===== src/rtl/quick_spi_scheduler_pkg.sv =====
// Shared definitions for the quick_spi transaction scheduler.
//   - default parameter values
//   - scheduler state encoding (3-bit)
//   - clog2_min1: ceiling log2 with a floor of 1, used to size index and
//     watchdog registers
package quick_spi_scheduler_pkg;

   localparam int unsigned DEF_NUM_REQ        = 4;
   localparam int unsigned DEF_SLAVE_WIDTH    = 2;
   localparam int unsigned DEF_OUT_WIDTH      = 16;
   localparam int unsigned DEF_IN_WIDTH       = 8;
   localparam int unsigned DEF_TIMEOUT_CYCLES = 4096;

   typedef enum logic [2:0] {
      ST_IDLE  = 3'd0,
      ST_ISSUE = 3'd1,
      ST_WAIT  = 3'd2,
      ST_DONE  = 3'd3,
      ST_ABORT = 3'd4
   } sched_state_t;

   function automatic int unsigned clog2_min1(input int unsigned n);
      int unsigned r;
      r = 0;
      while ((32'd1 << r) < n) r = r + 1;
      return (r == 0) ? 1 : r;
   endfunction

endpackage


===== src/rtl/quick_spi_rr_arbiter.sv =====
// Combinational round-robin pick.
// Ports:
//   req       in   NUM_REQ  request vector
//   start_idx in   ID_W     first index searched (highest priority)
//   found     out  1        at least one request present
//   winner    out  ID_W     first requesting index at or after start_idx
module quick_spi_rr_arbiter
   import quick_spi_scheduler_pkg::*;
#(
   parameter  int unsigned NUM_REQ = DEF_NUM_REQ,
   localparam int unsigned ID_W    = clog2_min1(NUM_REQ)
)(
   input  logic [NUM_REQ-1:0] req,
   input  logic [ID_W-1:0]    start_idx,
   output logic               found,
   output logic [ID_W-1:0]    winner
);

   logic [31:0] idx;

   always_comb begin
      found  = 1'b0;
      winner = '0;
      idx    = '0;
      for (int unsigned i = 0; i < NUM_REQ; i++) begin
         idx = (32'(start_idx) + i) % NUM_REQ;
         if (!found && req[idx[ID_W-1:0]]) begin
            found  = 1'b1;
            winner = idx[ID_W-1:0];
         end
      end
   end

endmodule


===== src/rtl/quick_spi_scheduler.sv =====
// Round-robin scheduler sharing one quick_spi master among NUM_REQ clients.
// Ports:
//   clk, reset                  clock, synchronous active-high reset
//   req_valid/operation/slave/wdata   per-requester request and payload
//   req_done, rsp_data, rsp_error     one-hot completion pulse and response
//   busy, grant_id              scheduler status
//   spi_*                       connection to the quick_spi master
// All outputs are registered from the state being left at each edge, so
// the spi_start pulse appears in the cycle after the ISSUE state.
module quick_spi_scheduler
   import quick_spi_scheduler_pkg::*;
#(
   parameter  int unsigned NUM_REQ        = DEF_NUM_REQ,
   parameter  int unsigned SLAVE_WIDTH    = DEF_SLAVE_WIDTH,
   parameter  int unsigned OUT_WIDTH      = DEF_OUT_WIDTH,
   parameter  int unsigned IN_WIDTH       = DEF_IN_WIDTH,
   parameter  int unsigned TIMEOUT_CYCLES = DEF_TIMEOUT_CYCLES,
   localparam int unsigned ID_W           = clog2_min1(NUM_REQ)
)(
   input  logic                           clk,
   input  logic                           reset,
   input  logic [NUM_REQ-1:0]             req_valid,
   input  logic [NUM_REQ-1:0]             req_operation,
   input  logic [NUM_REQ*SLAVE_WIDTH-1:0] req_slave,
   input  logic [NUM_REQ*OUT_WIDTH-1:0]   req_wdata,
   output logic [NUM_REQ-1:0]             req_done,
   output logic [IN_WIDTH-1:0]            rsp_data,
   output logic                           rsp_error,
   output logic                           busy,
   output logic [ID_W-1:0]                grant_id,
   output logic                           spi_enable,
   output logic                           spi_start,
   output logic [SLAVE_WIDTH-1:0]         spi_slave,
   output logic                           spi_operation,
   output logic [OUT_WIDTH-1:0]           spi_outgoing_data,
   input  logic                           spi_end_of_transaction,
   input  logic [IN_WIDTH-1:0]            spi_incoming_data
);

   localparam int unsigned WD_W = clog2_min1(TIMEOUT_CYCLES);

   sched_state_t           state, state_next;
   // rr_ptr holds the highest-priority index, i.e. one past the last grant;
   // its reset value 0 therefore gives requester 0 first priority.
   logic [ID_W-1:0]        rr_ptr;
   logic [ID_W-1:0]        ptr_after_grant;
   logic [WD_W-1:0]        watchdog;
   logic                   wd_expired;
   logic                   arb_found;
   logic [ID_W-1:0]        arb_winner;
   logic                   sel_op;
   logic [SLAVE_WIDTH-1:0] sel_slave;
   logic [OUT_WIDTH-1:0]   sel_wdata;
   logic [NUM_REQ-1:0]     grant_onehot;

   quick_spi_rr_arbiter #(.NUM_REQ(NUM_REQ)) u_arb (
      .req       (req_valid),
      .start_idx (rr_ptr),
      .found     (arb_found),
      .winner    (arb_winner)
   );

   always_comb begin
      sel_op       = 1'b0;
      sel_slave    = '0;
      sel_wdata    = '0;
      grant_onehot = '0;
      for (int unsigned i = 0; i < NUM_REQ; i++) begin
         if (arb_winner == ID_W'(i)) begin
            sel_op    = req_operation[i];
            sel_slave = req_slave[i*SLAVE_WIDTH +: SLAVE_WIDTH];
            sel_wdata = req_wdata[i*OUT_WIDTH +: OUT_WIDTH];
         end
         if (grant_id == ID_W'(i)) grant_onehot[i] = 1'b1;
      end
   end

   assign ptr_after_grant = (grant_id == ID_W'(NUM_REQ-1)) ? '0 : grant_id + 1'b1;
   assign wd_expired      = (watchdog == WD_W'(TIMEOUT_CYCLES-1));

   always_comb begin
      state_next = state;
      case (state)
         ST_IDLE:  if (arb_found) state_next = ST_ISSUE;
         ST_ISSUE: state_next = ST_WAIT;
         ST_WAIT: begin
            // completion takes precedence over an expiring watchdog
            if (spi_end_of_transaction) state_next = ST_DONE;
            else if (wd_expired)        state_next = ST_ABORT;
         end
         ST_DONE:  state_next = ST_IDLE;
         ST_ABORT: state_next = ST_IDLE;
         default:  state_next = ST_IDLE;
      endcase
   end

   always_ff @(posedge clk) begin
      if (reset) begin
         state             <= ST_IDLE;
         rr_ptr            <= '0;
         watchdog          <= '0;
         req_done          <= '0;
         rsp_data          <= '0;
         rsp_error         <= 1'b0;
         busy              <= 1'b0;
         grant_id          <= '0;
         spi_enable        <= 1'b0;
         spi_start         <= 1'b0;
         spi_slave         <= '0;
         spi_operation     <= 1'b0;
         spi_outgoing_data <= '0;
      end else begin
         state      <= state_next;
         busy       <= (state_next != ST_IDLE);
         req_done   <= '0;
         spi_start  <= 1'b0;
         spi_enable <= 1'b0;
         case (state)
            ST_IDLE: begin
               if (arb_found) begin
                  grant_id          <= arb_winner;
                  spi_operation     <= sel_op;
                  spi_slave         <= sel_slave;
                  spi_outgoing_data <= sel_wdata;
               end
            end
            ST_ISSUE: begin
               spi_enable <= 1'b1;
               spi_start  <= 1'b1;
               watchdog   <= '0;
            end
            ST_WAIT: begin
               spi_enable <= 1'b1;
               watchdog   <= watchdog + 1'b1;
               if (spi_end_of_transaction) rsp_data <= spi_incoming_data;
            end
            ST_DONE: begin
               req_done  <= grant_onehot;
               rsp_error <= 1'b0;
               rr_ptr    <= ptr_after_grant;
            end
            ST_ABORT: begin
               req_done  <= grant_onehot;
               rsp_error <= 1'b1;
               rsp_data  <= '0;
               rr_ptr    <= ptr_after_grant;
            end
            default: ;
         endcase
      end
   end

endmodule


===== config.mk =====
export PLATFORM = sky130hd
export DESIGN_NAME = quick_spi_scheduler
export DESIGN_NICKNAME = d
export VERILOG_FILES = /design/src/rtl/quick_spi_scheduler_pkg.sv /design/src/rtl/quick_spi_rr_arbiter.sv /design/src/rtl/quick_spi_scheduler.sv
export SDC_FILE = /design/constraint.sdc
export NUM_CORES = 1
export LEC_CHECK = 0
export CORE_AREA = 4 4 60 116
export CTS_BUF_LIST = sky130_fd_sc_hd__clkbuf_4
export CTS_CLUSTER_DIAMETER = 200
export CTS_CLUSTER_SIZE = 40
export DETAILED_ROUTE_END_ITERATION = 12
export DIE_AREA = 0 0 64 120
export MAX_ROUTING_LAYER = met4
export PLACE_DENSITY = 0.85
export SYNTH_ARGS = -nofsm -noshare
export SYNTH_HDL_FRONTEND = slang
export SYNTH_HIERARCHICAL = 1
export SYNTH_SLANG_ARGS = --single-unit

===== constraint.sdc =====
create_clock -name clk -period 4.9 [get_ports clk]
set_clock_uncertainty 0.1 [all_clocks]
set_input_delay 0.735 -clock clk [delete_from_list [all_inputs] [get_ports clk]]
set_output_delay 0.735 -clock clk [all_outputs]
set_load 0.005 [all_outputs]

Word level (Yosys, flattened, before mapping)
Cells that the tools add are included.
- register bits: 54
- input bits: 91
- output and inout bits: 37
- word-level logic and storage cells: 96
- add/sub/neg operators: 5
- $lt $le $gt $ge: 4
- equality and inequality tests: 12
- muxes and demuxes: 43
- bitwise gates (word level): 1
- reduce and logical (&&, ||, !) cells: 18
- operators by type and width (cell ; number):
    $mux W16 ; 4
    $pmux W12 S2 ; 1
    $mux W1 ; 18
    $mux W2 ; 9
    $pmux W8 S2 ; 1
    $add A12 B1 Y12 const B ; 1
    $eq A12 B12 Y1 const B ; 1
    $lt A2 B3 Y1 const B ; 4
    $mux W3 ; 3
    $pmux W3 S3 ; 1
    $bmux W1 S2 ; 4
    $eq A2 B2 Y1 const B ; 4
    $mux W8 ; 1
    $eq A3 B2 Y1 const B ; 2
    $reduce_bool A2 Y1 ; 3
    $reduce_or A2 Y1 ; 3
    $add A2 B1 Y2 const B ; 2
    $add A2 B2 Y2 const B ; 2
    $eq A2 B1 Y1 const B ; 2
    $logic_not A2 Y1 ; 2
    $reduce_and A2 Y1 ; 2
    $eq A3 B1 Y1 const B ; 1
    $eq A3 B3 Y1 const B ; 1
    $logic_and A1 B1 Y1 ; 3
    other kinds (6) ; 8

Longest topological paths before layout
- word-level depth: 17
- mapped depth: 7
- depth with buffers taken out: 5

Cells and area by module
The synthesis kept the hierarchy.
- by module, submodules not included (module ; instances ; cells an instance ; area each (um2) ; seq. area each (um2)):
    quick_spi_scheduler ; 1 ; 243 ; 2567.5 ; 1081.0
    quick_spi_rr_arbiter ; 1 ; 15 ; 77.6 ; 0.0

Least setup slack after synthesis
No wires, ideal clock.
- path type: in2reg
- start point: input port req_valid[1]
- end point: register spi_slave[1]
- setup time: 0.117 ns
- data arrival time: 2.584 ns
- slack: 2.099 ns
- stages on the path: 6
- cells stage by stage: inv_1 a221o_1 a21oi_1 clkbuf_1 mux4_2 a22o_1
- cells in the longest elaborated chain, start to end: 17
- elaborated cells on any way between the ends: 31
- those cells by class: eq/ne: 3; mux: 20; reduce/logical: 8
- RTL lines (what ; line ; source):
    from (decl) ; quick_spi_scheduler.sv:22 ; input logic [NUM_REQ-1:0] req_valid,
    $bmux W1 S2 ; quick_spi_rr_arbiter.sv:27 ; if (!found && req[idx[ID_W-1:0]]) begin
    $mux W1 (implied by the code) ; quick_spi_rr_arbiter.sv:27 ;
    $mux W1 ; quick_spi_rr_arbiter.sv:27 ;
    $logic_not A1 Y1 ; quick_spi_rr_arbiter.sv:27 ;
    $logic_and A1 B1 Y1 ; quick_spi_rr_arbiter.sv:27 ;
    $mux W1 ; quick_spi_rr_arbiter.sv:27 ;
    $logic_not A1 Y1 ; quick_spi_rr_arbiter.sv:27 ;
    $logic_and A1 B1 Y1 ; quick_spi_rr_arbiter.sv:27 ;
    $mux W1 ; quick_spi_rr_arbiter.sv:27 ;
    $logic_not A1 Y1 ; quick_spi_rr_arbiter.sv:27 ;
    $logic_and A1 B1 Y1 ; quick_spi_rr_arbiter.sv:27 ;
    $mux W2 * ; quick_spi_rr_arbiter.sv:27 ;
    via arb_winner[0] ; quick_spi_scheduler.sv:50 ; logic [ID_W-1:0] arb_winner;
    $logic_not A2 Y1 ; quick_spi_scheduler.sv:69 ; if (arb_winner == ID_W'(i)) begin
    $mux W2 (3 in series) ; quick_spi_scheduler.sv:69 ;
    $mux W2 * ; quick_spi_scheduler.sv:69 ;
    to (signal assigned) ; quick_spi_scheduler.sv:123 ; spi_slave <= sel_slave;
    to (decl) ; quick_spi_scheduler.sv:33 ; output logic [SLAVE_WIDTH-1:0] spi_slave,
Mark *: on every way through the listed nets, which the timed path passes. The rest lies on a longest branch. The select of a mux whose other input is x is not followed.
A chain may end at the register's enable or synchronous reset.

Worst setup path in the final report
Same ends and word-level chain as after synthesis.

==> reports/results.ini <==
[layout]
nFillCells=470
diodes=0
regArea_sq_um=1080
final_nets=472
drive_gt1_frac=0.117
multi_input_area_sq_um=1450
syn_to_final_growth_pct=52.7
layoutNonFillerInstCount=461

[die]
core-area_sq_um=6060
rows=40
dieArea_sq_um=7680
io-pin-count=128
initial_core_util=0.437
chipHeight_microns=120
die_w_microns=64

[logic_synthesis]
synthArstFlopShare=0
ys_seq_area_frac=0.409
synthMuxAreaShare=0.183
synth_top_area_share=0.409
synth_adder_area_share=0.0237
yosys.area.top_type=dfxtp_1
avgSynthCellArea_sq_um=10.3
synth_top_family_by_area=multiplexers
synth_compound_area_frac=0.156
synth_warnings=6
synth-edff-count=0
synthTopCellsByArea=dfxtp_1 (41%), mux4_2 (16%), a22o_1 (6.3%)
ys_types=46
ys.flop_type=dfxtp_1
yosys-top-cells-count=dfxtp_1 (54), a21oi_1 (23), nand2_1 (23)
synthesis.nets=354
syn_inst=258
ys_seq_elements=54
synth_xor_area_frac=0.00331
synth.most_common_cell=dfxtp_1
synthSimpleGateAreaFrac=0.177
synth_area_sq_um=2650

[timing]
min_period_over_period=0.630
fin_crit_ps=3090
finalMaxSlewViolations=0
tns_ps=0
tightest_slew_ps=1150
setup_viol=0
finalHoldViolCount=0
relSlewSlack=0.235
max_freq_ghz=0.324
rsz0062_at_grt=no

[route]
wl_per_cell_microns=19.0
avgViaCountPerCell=5.53
dr.pass1.iters=4
drt_iter0_markers=222
drtAntennaViolNets=0
drc=0
wl_mm=8.75
routed-via-count=2549

[clock_network]
cts-root-buf=clkbuf_4
cts_resized=0
clkSlewWorstSetupHoldPaths_ps=160
htreeDepth=2
hold_buffers=0
cts.sinks=54
numCtsBuffers=5
cts_max_path_buffers=2
cts_setup_buffers=0
cts_tree=yes
clock_latency_ps=390

[min_path]
whs_path_depth=2
hold_end=rsp_data[7]
min_from=rsp_data[7]
hold_class=reg2reg

[critical_path]
r2r_start=rr_ptr[0]
arrival_ps=3290
path_class=in2reg
cp_cell_sequence=clkdlybuf4s50_1 -> inv_1 -> a221o_1 -> a21oi_4 -> mux4_2 -> a22o_1
crit_slowest_cell=a21oi_4
slowest_delay_ps=750
crit_buf_inv=2
startpoint_type=input pin
crit_required_ps=5100
r2r_end=spi_slave[1]
ff2ff_path_depth=5
cp_max_fo=20
reg2reg_slack_ps=2290
worstSetupEndpointType=flop
critPathTopFamily=compound AO/OA/AOI/OAI gates

[pwr]
ir_drop_v=0.000121
powerDensity_nw_per_um2=270
leakage_uw=0.00144

[placement]
dp_cells=453
hpwl_mm=6.91
portBuffers=127
gp_congestion=0.866

[status]
status=complete, no violations

[global_route]
grt_overflow=0
grt_pass1_wl_mm=13.4
grt_pass1_vias=2616
track_usage=0.233
antenna_found_initial=0
grt_max_degree=32

[job]
drv_cap=0

==> logic make-up after synthesis <==
logic type / Yosys count
muxes: 24
DFF: 54
AOI/OAI and AO/OA: 61
and+or+nand+nor: 85
xor gates and xnor gates: 1
buffers and inverters: 28
adders and majority gates: 5
==> stage by stage <==
| stage | utilization | total power (uW) | hold slack [ps] | area (sq um) | worst slack, ps |
|---|---|---|---|---|---|
| final | 0.667 | 1090 | 373 | 4040 | 1810 |
| after global routing | 0.667 | 1140 | 395 | 4040 | 1660 |
| after CTS | 0.667 | 1100 | 375 | 4040 | 1780 |
| after detailed placement | 0.654 | 844 | 356 | 3960 | 1330 |
| after global placement | 0.654 | 831 | 342 | 3960 | 1390 |
| after floorplan | - | 665 | 353 | 2650 | 2100 |
==> worst max-delay path by stage <==
stage,from,endpoint,slack [ps],cells past startpoint
after CTS,req_valid[1],spi_slave[1],1780,6
after detailed placement,req_valid[1],spi_slave[1],1330,6
after global placement,req_valid[1],spi_slave[1],1390,6
final,req_valid[1],spi_slave[1],1810,6
after global routing,req_valid[1],spi_slave[1],1660,6
after floorplan,req_valid[1],spi_slave[1],2100,6
==> worst register-to-register path: stages (launching register included) <==
cell	delay, ps
dfxtp_1	410
inv_2	50
a221o_1	360
a21oi_4	750
mux4_2	600
a22o_1	250
==> metal layers <==
layer  global-route usage  wire length [microns]
met5                    -                      0
met4                0.106                    267
met2                0.428                   4840
met1                0.219                   2980
met3               0.0609                    656
==> cell usage in the layout, fill, tap and decap left out, types with 4 or more instances in the layout <==
cell,instances
clkdlybuf4s50_1,127
dfxtp_1,54
nand2_1,23
a21oi_1,21
mux4_2,19
a22o_1,19
nor2_1,13
nand3_1,11
inv_1,9
o21ai_0,7
mux2_2,5
ha_1,5
clkbuf_4,5
and2_1,4
nor3_1,4
and3_1,4
==> layout make-up <==
class / instances / share of cell area
Multi-Input combinational cell: 176 / 0.360
Timing Repair Buffer: 129 / 0.318
Sequential cell: 54 / 0.268
Tap cell: 84 / 0.0260
Clock inverter: 3 / 0.00991
Clock buffer: 5 / 0.00929
Inverter: 10 / 0.00929
==> power by group <==
part | switching [uW] | leakage, uW | internal [uW]
logic | 121 | 0.000956 | 200
clock network | 151 | 0.0000450 | 106
registers | 32.0 | 0.000441 | 480
==> state kept, by name, indices dropped and copies added, names as in the netlist, 2 cells and up <==
register and flops:
spi_outgoing_data 16, req_done 4, rsp_data 8, watchdog 12, rr_ptr 2, spi_slave 2
grant_id 2, state 3
Note: power is estimated with default switching activity, not from simulation.
==> RTL change: new RTL, same flow settings <==
Reset style: asynchronous (`reset`), changed in one clocked block. Comments in the files are not updated.
--- a/src/rtl/quick_spi_scheduler.sv
+++ b/src/rtl/quick_spi_scheduler.sv
@@ -96,3 +96,3 @@
 
-   always_ff @(posedge clk) begin
+   always_ff @(posedge clk or posedge reset) begin
       if (reset) begin
Formal check against the unedited RTL: differs if reset is asserted again (counterexample within 4 cycles, from zero or initial values and one cycle with reset high); with reset held inactive, the same outputs for 10 cycles.
==> RTL change against the original RTL <==
Count of clock-buffer cells in the layout is the same. Via count shrank 4.4%. Cell area grew 7.0%. Maximum frequency shrank 2.0%. Sequential share of layout area grew 4.5 points. Wire length shrank 6.1%. Area after synthesis grew 10%. Sequential cell count is the same. Register-to-register slack lost 80 ps. Hold slack gained 35 ps. Setup slack lost 63 ps.
Power is not compared: it rests on default switching activity, and its combinational part moved more than twofold at a synthesized area within 25%.
==> RTL change: results (changes against the original RTL) <==
[setup_path]
reg2reg_slack_ps=2210  ; -80 ps
critical_path.max_fanout=20  ; unchanged

[detailed_routing]
wl_met3_um=552  ; -16%
top_layer=met4
viasPerCell=5.60  ; +1.3%
wl_um=8210  ; -6.1%
first_iter_violations=97  ; -56%
wl_met1_um=2760  ; -7.3%
wl_met2_um=4620  ; -4.5%
first_pass_iters=4  ; unchanged

[synthesis]
synth.distinct_cells=44  ; -4.3%
synthCells=226  ; -12%
synthesis.nets=322  ; -9.0%
yosys_warnings=6  ; unchanged
synthTopCellsByCount=54 x dfrtp_1, 19 x mux2_2, 19 x mux4_2
synth_area_leaders=dfrtp_1 46%, mux4_2 15%, mux2_2 7.3%
yosysSeqAreaShare_pct=46.3  ; +5.4 points
synth_ff_type=dfrtp_1
synthArstFlopShare_pct=100  ; +100 points

[layout]
drive_gt1_share_pct=17.4  ; +5.8 points
stdcell_count=435  ; -5.6%
fillers=442  ; -6.0%
fin_nets=445  ; -5.7%
top_regs=spi_outgoing_data: 16 flops, watchdog: 12 flops, rsp_data: 8 flops

[clocking]
cts_resized=0  ; unchanged
clk_latency_ps=410  ; +20 ps
cts_buffer_depth=2  ; unchanged
cts-buffers-inserted=5  ; unchanged
cts-root-buf=clkbuf_4
clkTransAtPathRegs_ps=150
postCtsSetupBuffers=0  ; unchanged
cts_max_level=2  ; unchanged

[place]
place_area_mm2=0.00426  ; +7.5%
place_hpwl_um=6320  ; -8.4%
dp_slack_ps=1270  ; -63.8 ps
portBuffers=127  ; unchanged
dp_cells=426  ; -6.0%
place_congestion=0.770  ; -11%

[power]
leakagePower_nw=1.75
vdd_ir_drop_max_v=0.000290

[run_status]
status=completed

[grt]
grt_pass1_wl_um=13400  ; -0.31%
grt_max_degree=55  ; +72%
grt_usage_pct=23.5  ; +0.17 points
antenna_found_initial=1  ; +1
grt_pass1_vias=2599  ; -0.65%

[worst_hold_path]
hp-class=reg -> reg

[sta]
whs_ps=408  ; +34.7 ps
worst_pin_slew_ps=1220  ; +73.3 ps
post-route-period-util_pct=64.3  ; +1.3 points
setup_violations=0  ; unchanged

RTL change: where the power goes:
part,leakage (nW),switching (mW),internal (mW)
logic,1.05,0.408,0.662
clock network,0.0293,0.158,0.0564
registers,0.678,0.129,0.611
total,1.75,0.694,1.33
RTL change: worst max-delay path, stage by stage:
cell and delay (ps):
clkdlybuf4s50_1 500, inv_1 70, a221o_1 390, a21oi_4 780, mux4_2 600, mux2_2 270
RTL change: layer usage:
metal | GRT usage, % | vias to the layer above
li1 | - | 1104
met1 | 22.9 | 1216
met2 | 42.3 | 99
met3 | 5.34 | 17
met4 | 11.6 | 0
met5 | - | -
RTL change: cells by family after synthesis:
logic type | count (synthesis) | share of synthesized area, %
AOI/OAI and AO/OA | 42 | 10.6
adders and majority gates | 5 | 2.14
buffers and inverters | 28 | 4.20
DFF | 54 | 46.3
muxes | 47 | 25.2
and+or+nand+nor | 50 | 11.5
RTL change: final timing paths:
check | from | end | cells after the start
worst max-delay path | req_valid[1] | spi_outgoing_data[13] | 6
worst min-delay path | watchdog[7] | watchdog[7] | 1
worst max register to register | rr_ptr[0] | spi_outgoing_data[13] | 5
worst min register to register | watchdog[7] | watchdog[7] | 1
max in group asynchronous | reset | spi_outgoing_data[13] | 3
min in group asynchronous | reset | spi_start | 3
RTL change: layout make-up:
| class | instances | area [um2] | share of cell area [%] |
|---|---|---|---|
| multi-input cells | 144 | 1460 | 33.8 |
| flip-flops and latches | 54 | 1350 | 31.3 |
| repair buffers | 130 | 1290 | 29.9 |
| well taps | 84 | 105 | 2.43 |
| inverters | 14 | 52.6 | 1.22 |
| clock buffers | 5 | 37.5 | 0.869 |
| clock inverters | 3 | 20.0 | 0.463 |
| diodes | 1 | 2.50 | 0.0579 |
